==> config.mk <==
export PLATFORM = sky130hd
export DESIGN_NAME = seq_pattern_tx
export DESIGN_NICKNAME = d
export VERILOG_FILES = /design/src/rtl/seq_pattern_tx.sv
export SDC_FILE = /design/constraint.sdc
export NUM_CORES = 1
export LEC_CHECK = 0
export ABC_AREA = 1
export ABC_CLOCK_PERIOD_IN_PS = 3100
export BUFFER_PORTS_ARGS = -buffer_cell sky130_fd_sc_hd__buf_4
export CAP_MARGIN = 40
export CORE_ASPECT_RATIO = 0.75
export CORE_UTILIZATION = 55
export DETAILED_ROUTE_END_ITERATION = 10
export HOLD_SLACK_MARGIN = 0.05
export PLACE_DENSITY = 0.77
export SETUP_SLACK_MARGIN = 0.15
export SLEW_MARGIN = 10
export SYNTH_ARGS = -nofsm -noshare
export SYNTH_HDL_FRONTEND = slang
export SYNTH_SLANG_ARGS = --single-unit
==> constraint.sdc <==
create_clock -name clk -period 3.1 [get_ports clk]
set_clock_uncertainty 0.15 [all_clocks]
set_input_delay 0.155 -clock clk [delete_from_list [all_inputs] [get_ports clk]]
set_output_delay 0.155 -clock clk [all_outputs]
set_load 0.1 [all_outputs]
==> src/rtl/seq_pattern_tx.sv <==
// Serial pattern transmitter for a "101" Moore detector: shifts a loaded pattern
// out MSB-first with optional repeats, and predicts the detector output and hit count.
module seq_pattern_tx #(
   parameter int unsigned WIDTH = 16,
   parameter int unsigned LEN_W = 5,
   parameter int unsigned REP_W = 8,
   parameter int unsigned HIT_W = 16
) (
   input  logic             clk,
   input  logic             rst,
   input  logic             start_valid,
   output logic             start_ready,
   input  logic [WIDTH-1:0] pat_data,
   input  logic [LEN_W-1:0] pat_len,
   input  logic [REP_W-1:0] rep_cnt,
   input  logic             abort,
   output logic             x_out,
   output logic             x_valid,
   output logic             busy,
   output logic             done,
   output logic             exp_y,
   output logic [HIT_W-1:0] hit_cnt
);

   localparam logic [1:0]       S_IDLE  = 2'd0;
   localparam logic [1:0]       S_SHIFT = 2'd1;
   localparam logic [1:0]       S_DONE  = 2'd2;
   localparam logic [LEN_W-1:0] LEN_MAX = LEN_W'(WIDTH);

   logic [1:0]       r_state;
   logic [WIDTH-1:0] r_shreg;
   logic [LEN_W-1:0] r_len;
   logic [LEN_W-1:0] r_idx;
   logic [REP_W-1:0] r_pass;
   logic             r_x_out;
   logic             r_x_valid;
   logic             r_busy;
   logic             r_done;
   logic             r_start_ready;
   logic [1:0]       r_hist;
   logic             r_exp_y;
   logic [HIT_W-1:0] r_hit_cnt;

   logic [1:0]       w_state_n;
   logic [WIDTH-1:0] w_shreg_n;
   logic [LEN_W-1:0] w_len_n;
   logic [LEN_W-1:0] w_idx_n;
   logic [REP_W-1:0] w_pass_n;
   logic             w_x_out_n;
   logic             w_x_valid_n;
   logic [HIT_W-1:0] w_hit_cnt_n;
   logic [LEN_W-1:0] w_len_in;
   logic             w_accept;
   logic             w_hit;
   logic             w_pat_bit;
   logic             w_next_bit;
   logic             w_wrap_bit;

   // Next-state, datapath and detector-model combinational logic
   always_comb begin
      w_state_n   = r_state;
      w_shreg_n   = r_shreg;
      w_len_n     = r_len;
      w_idx_n     = r_idx;
      w_pass_n    = r_pass;
      w_x_out_n   = 1'b0;
      w_x_valid_n = 1'b0;
      w_hit_cnt_n = r_hit_cnt;

      // Out-of-range lengths fall back to the full pattern width
      w_len_in   = (pat_len == '0 || pat_len > LEN_MAX) ? LEN_MAX : pat_len;
      w_accept   = start_valid & r_start_ready;
      w_pat_bit  = |(pat_data & (WIDTH'(1) << (w_len_in - LEN_W'(1))));
      w_next_bit = |(r_shreg & (WIDTH'(1) << (r_idx - LEN_W'(1))));
      w_wrap_bit = |(r_shreg & (WIDTH'(1) << (r_len - LEN_W'(1))));
      w_hit      = r_x_out & (r_hist == 2'b10);

      if (r_state == S_SHIFT && w_hit && r_hit_cnt != '1) begin
         w_hit_cnt_n = r_hit_cnt + HIT_W'(1);
      end

      case (r_state)
         S_IDLE: begin
            if (w_accept) begin
               w_state_n   = S_SHIFT;
               w_shreg_n   = pat_data;
               w_len_n     = w_len_in;
               w_idx_n     = w_len_in - LEN_W'(1);
               w_pass_n    = rep_cnt;
               w_x_out_n   = w_pat_bit;
               w_x_valid_n = 1'b1;
               w_hit_cnt_n = '0;
            end
         end
         S_SHIFT: begin
            if (abort) begin
               w_state_n = S_IDLE;
            end else if (r_idx != '0) begin
               w_idx_n     = r_idx - LEN_W'(1);
               w_x_out_n   = w_next_bit;
               w_x_valid_n = 1'b1;
            end else if (r_pass != '0) begin
               // Seamless reload for the next pass, no gap cycle
               w_idx_n     = r_len - LEN_W'(1);
               w_pass_n    = r_pass - REP_W'(1);
               w_x_out_n   = w_wrap_bit;
               w_x_valid_n = 1'b1;
            end else begin
               w_state_n = S_DONE;
            end
         end
         S_DONE: begin
            w_state_n = S_IDLE;
         end
         default: begin
            w_state_n = S_IDLE;
         end
      endcase
   end

   // State and registered outputs
   always_ff @(posedge clk or negedge rst) begin
      if (!rst) begin
         r_state       <= S_IDLE;
         r_shreg       <= '0;
         r_len         <= '0;
         r_idx         <= '0;
         r_pass        <= '0;
         r_x_out       <= 1'b0;
         r_x_valid     <= 1'b0;
         r_busy        <= 1'b0;
         r_done        <= 1'b0;
         r_start_ready <= 1'b1;
         r_hist        <= 2'b00;
         r_exp_y       <= 1'b0;
         r_hit_cnt     <= '0;
      end else begin
         r_state       <= w_state_n;
         r_shreg       <= w_shreg_n;
         r_len         <= w_len_n;
         r_idx         <= w_idx_n;
         r_pass        <= w_pass_n;
         r_x_out       <= w_x_out_n;
         r_x_valid     <= w_x_valid_n;
         r_busy        <= (w_state_n != S_IDLE);
         r_done        <= (w_state_n == S_DONE);
         r_start_ready <= (w_state_n == S_IDLE);
         r_hist        <= {r_hist[0], r_x_out};
         r_exp_y       <= w_hit;
         r_hit_cnt     <= w_hit_cnt_n;
      end
   end

   assign start_ready = r_start_ready;
   assign x_out       = r_x_out;
   assign x_valid     = r_x_valid;
   assign busy        = r_busy;
   assign done        = r_done;
   assign exp_y       = r_exp_y;
   assign hit_cnt     = r_hit_cnt;

endmodule

# After elaboration in Yosys (flattened, before gate mapping)
# Cells that the tools add are included.
# W data, S select, Z words.
dict set report totals {
  reg_bits 60
  in_bits 33
  output_inout_bits 22
  wordCells 81
}
dict set report classes {
  n_addsub 5
  n_lt_le_gt_ge 1
  eq_ne 9
  shift 3
  n_mux 29
  bitwise 5
  n_reduce_logical 16
}
# cell count
set op_table {}
lappend op_table {{$and A16 B16 Y16} 3}
lappend op_table {{$mux W16} 3}
lappend op_table {{$reduce_or A16 Y1} 3}
lappend op_table {{$shl A1 B5 Y16 const A} 3}
lappend op_table {{$mux W8} 4}
lappend op_table {{$mux W5} 5}
lappend op_table {{$add A16 B1 Y16 const B} 1}
lappend op_table {{$ne A16 B16 Y1 const B} 1}
lappend op_table {{$pmux W8 S2} 1}
lappend op_table {{$sub A5 B1 Y5 const B} 3}
lappend op_table {{$pmux W5 S2} 1}
lappend op_table {{$mux W1} 8}
lappend op_table {{$mux W2} 4}
lappend op_table {{$reduce_bool A8 Y1} 1}
lappend op_table {{$sub A8 B1 Y8 const B} 1}
lappend op_table {{$ne A2 B2 Y1 const B} 3}
lappend op_table {{$gt A5 B5 Y1 const B} 1}
lappend op_table {{$logic_not A5 Y1} 1}
lappend op_table {{$reduce_and A5 Y1} 1}
lappend op_table {{$reduce_bool A5 Y1} 1}
lappend op_table {{$eq A2 B2 Y1 const B} 2}
lappend op_table {{$logic_not A2 Y1} 2}
lappend op_table {{$pmux W1 S2} 2}
lappend op_table {{$pmux W2 S2} 1}
lappend op_table {{other kinds (9)} 12}

# Logic depth before layout (Yosys ltp)
dict set report logic_depth {
  ltp_word 9
  mapped_depth 14
  ltp_nobuf 14
}

# Worst setup path before layout
# Ideal clock, no wire load.
dict set report synth_path {
  path_type {in2reg}
  startpoint {input pat_len[0]}
  endpoint {register r_x_out (netlist: x_out)}
  setup_time_ns 0.116
  t_arrival_ns 2.510
  required_time_ns 2.834
  path_slack_ns 0.324
  stages 13
  path_buffers 0
  path_cell_list {or4_1 ha_1 nor2_1 inv_1 ha_1 ha_1 inv_1 nand3_1 nand2_1 nor4_1 nand2_1 nand3_1 nand2_1}
}
dict set report synth_between {
  elab_chain_len 9
  elab_cells_between_ends 10
  classes_between {add/sub (1); order compare (1); shift (1); mux (3); bitwise (1); reduce/logical (3)}
}
# item line
set synth_lines {}
lappend synth_lines {{start: declaration} 14} ;# input logic [LEN_W-1:0] pat_len,
lappend synth_lines {{$gt A5 B5 Y1 / $logic_not A5 Y1 (equally long branches)} 71} ;# w_len_in = (pat_len == '0 || pat_len > LEN_MAX) ? LEN_MAX : pat_len;
lappend synth_lines {{$logic_or A1 B1 Y1} 71}
lappend synth_lines {{$mux W5 *} 71}
lappend synth_lines {{net w_len_in[0]} 52} ;# logic [LEN_W-1:0] w_len_in;
lappend synth_lines {{$sub A5 B1 Y5 *} 73} ;# w_pat_bit = |(pat_data & (WIDTH'(1) << (w_len_in - LEN_W'(1))));
lappend synth_lines {{$shl A1 B5 Y16 *} 73}
lappend synth_lines {{$and A16 B16 Y16 *} 73}
lappend synth_lines {{$reduce_or A16 Y1 *} 73}
lappend synth_lines {{$mux W1 *} 84} ;# if (w_accept) begin
lappend synth_lines {{$pmux W1 S2 *} 82} ;# case (r_state)
lappend synth_lines {{net w_x_out_n} 49} ;# logic w_x_out_n;
lappend synth_lines {{end signal: assignment} 143} ;# r_x_out <= w_x_out_n;
lappend synth_lines {{end: declaration} 35} ;# logic r_x_out;
# Mark *: on every way through the listed nets, which the timed path passes. The rest lies on a longest branch.
# A chain may end at the register's enable or synchronous reset.

# Worst setup path after layout
# Ends and elaborated chain as after synthesis.

==> impl_metrics.json <==
{
  "synthTopCellsByCount": "nand2_1, nand3_1, dfrtp_1, inv_1, nor2_1",
  "startpoint_type": "primary input",
  "total_power_uw": 3900,
  "grt_usage_pct": 28.5,
  "required_ps": 3190,
  "synth-main-ff-cell": "dfrtp_1",
  "setup_violations": 0,
  "fmax_ghz": 0.368,
  "power_density_nw_per_um2": 817,
  "fin_crit_sh_pct": 87.7,
  "syn_area_um2": 3830,
  "row_count": 25,
  "fin_crit_ps": 2720,
  "cts_resized": 0,
  "drive_above_1_share_pct": 17.4,
  "maxCapViolations": 0,
  "vias": 3748,
  "antenna_found_initial": 0,
  "maxSlewHeadroom_pct": 49.7,
  "grt_pass1_vias": 3386,
  "critical-path-top-delay-family": "simple AND/OR/NAND/NOR gates",
  "clk_latency_ps": 340,
  "synth_top_area_share_pct": 38.6,
  "chipWidth_um": 98.3,
  "synth_top_area_cell": "dfrtp_1",
  "num_io_pins": 55,
  "ant_nets": 0,
  "criticalPathCategory": "primary input to flip-flop",
  "core_um2": 6510,
  "worstPathArrival_ps": 2810,
  "drt_wl_total_um": 9890,
  "netlist_instances": 509,
  "ys_seq_area_share_pct": 39.2,
  "drc": 4,
  "initial_utilization_pct": 58.8,
  "crit_path_max_fanout": 7,
  "die_h_um": 74.3,
  "grt_max_degree": 61,
  "seqCellArea_um2": 1500,
  "peakVddDrop_uv": 395,
  "routedWlPerCell_um": 14.5,
  "violations": "design-rule violations",
  "netlist_top_cells_area": "dfrtp_1, nand2_1, nand3_1, ha_1, inv_1",
  "first_iter_violations": 289,
  "synth_most_common_cell": "nand2_1",
  "cts_tree": "yes",
  "status": "complete, but fails checks",
  "drtPass1Iterations": 10,
  "place_area_um2": 4290,
  "yosys.cell_types.count": 41,
  "worstSetupEndpointType": "flip-flop",
  "fin_area_um2": 4770,
  "avgSynthCellArea_um2": 7.52,
  "final.fill_count": 509,
  "cts_buffers": 9,
  "multi_input_area_um2": 2010,
  "tns_ps": 0,
  "slew_violations": 0,
  "cp_slowest_stage_delay_ps": 520,
  "rsz0062_at_grt": "no",
  "crit_chain": "buf_4 -> or4_1 -> ha_1 -> nor2_1 -> inv_1 -> ha_1 -> ha_1 -> inv_1 -> nand3_1 -> nand3_1 -> nor4_1 -> nand2_1 -> nand3_1 -> nand2_1",
  "ys_seq_elements": 60,
  "synth_edf_count": 0,
  "io_buffer_count": 54,
  "dp.cells": 637,
  "syn_to_final_growth_pct": 24.6,
  "layout.nets": 647,
  "synthArstFlopShare_pct": 100,
  "grt_pass1_wl_um": 16000,
  "htree_levels": 3,
  "stdcell_count": 680,
  "hpwl_um": 7120,
  "clk_pin_slew_ps": 70,
  "antenna_cells": 0,
  "cts.sinks": 60,
  "synth.net_count": 562,
  "via_per_inst": 5.51,
  "grt_overflow": 0,
  "path_buf_inv": 3,
  "clockRootBuffer": "clkbuf_8",
  "worst-slew-pin-transition_ps": 754,
  "crit_path_top_delay_cell": "or4_1",
  "hold_viol_final": 0,
  "hp-class": "primary input to flip-flop",
  "cts_max_path_buffers": 2,
  "p_leak_uw": 0.00232,
  "dieArea_um2": 7300,
  "ys_warn_count": 0,
  "routabilityCongestion": 0.919
}
## power breakdown
part / total, µW / internal (µW) / switching [µW]
Clock: 748 / 415 / 333
Combinational: 1870 / 580 / 1290
Sequential: 1280 / 1040 / 240
## layer usage
layer,up-vias,wire (µm),global-route usage [%]
met5,-,0,0
met4,0,150,10.3
met3,15,662,5.73
met2,154,4410,45.3
met1,1735,4660,39.4
li1,1844,-,-
## layout make-up
| cell class | instances | share of cell area, % |
|---|---|---|
| Multi-Input combinational cell | 375 | 42.2 |
| Sequential cell | 60 | 31.5 |
| Timing Repair Buffer | 84 | 14.6 |
| Inverter | 64 | 5.11 |
| Clock buffer | 11 | 3.17 |
| Tap cell | 81 | 2.12 |
| Clock inverter | 5 | 1.26 |
## flip-flops by register name (all words and copies together) (netlist names), 2 cells and up
name and count:
r_len 5, r_idx 5, hit_cnt 16, r_state 2, r_pass 8, r_shreg 16
r_hist 2
## metrics by stage
step                setup WS [ps]  hold slack [ps]  util, %
CTS                           412             52.8     73.3
finish                        380             59.8     73.3
floorplan                     324             -291        -
detailed placement           42.9              126     65.9
global route                  175             74.7     73.3
global placement              181              127     65.9
## tightest hold or removal path, stage by stage
cell and delay [ps]:
buf_4 110, nand2_1 130, o21ai_0 110
## what timing repair did
action | 4_1_cts | 5_1_grt
hold endpoints to repair | 91 | 0
hold buffers | 27 | 0
buffers inserted | 0 | 0
## logic make-up after synthesis
logic type / count (synthesis) / share of synthesized area, %
compound gates: 72 / 11.9
simple gates: 275 / 32.4
flops: 60 / 39.2
fa+ha+maj: 20 / 6.54
xor+xnor: 8 / 1.83
buf+inv: 74 / 8.14
## cell usage in the layout, fill, tap and decap left out, types with 3 or more instances in the layout
| cell | Yosys | final |
|---|---|---|
| nand2_1 | 127 | 127 |
| nand3_1 | 61 | 61 |
| inv_1 | 59 | 59 |
| dfrtp_1 | 59 | 59 |
| buf_4 | 0 | 57 |
| nor2_1 | 51 | 51 |
| o21ai_0 | 29 | 29 |
| dlygate4sd3_1 | 0 | 27 |
| ha_1 | 20 | 20 |
| a21oi_1 | 11 | 11 |
| clkbuf_8 | 0 | 11 |
| nor3_1 | 10 | 10 |
| xor2_1 | 8 | 8 |
| nand2_2 | 7 | 7 |
| o21ai_2 | 7 | 7 |
| nand4_1 | 7 | 7 |
| o22ai_1 | 5 | 5 |
| a31oi_1 | 5 | 5 |
| o211ai_1 | 4 | 4 |
| clkinvlp_4 | 0 | 4 |
| o21ai_1 | 3 | 3 |
## path summary, 6_finish.rpt
kind,from,end,slack [ps],cells past startpoint
max,pat_len[0],x_out,380,14
min,pat_len[2],r_len[2],60,3
max reg2reg,r_idx[0],r_pass[7],760,8
min reg2reg,r_hist[0],r_hist[1],320,0
max in group asynchronous,rst,r_shreg[4],2020,2
min in group asynchronous,rst,hit_cnt[8],260,2
(Power assumes the default switching activity.)
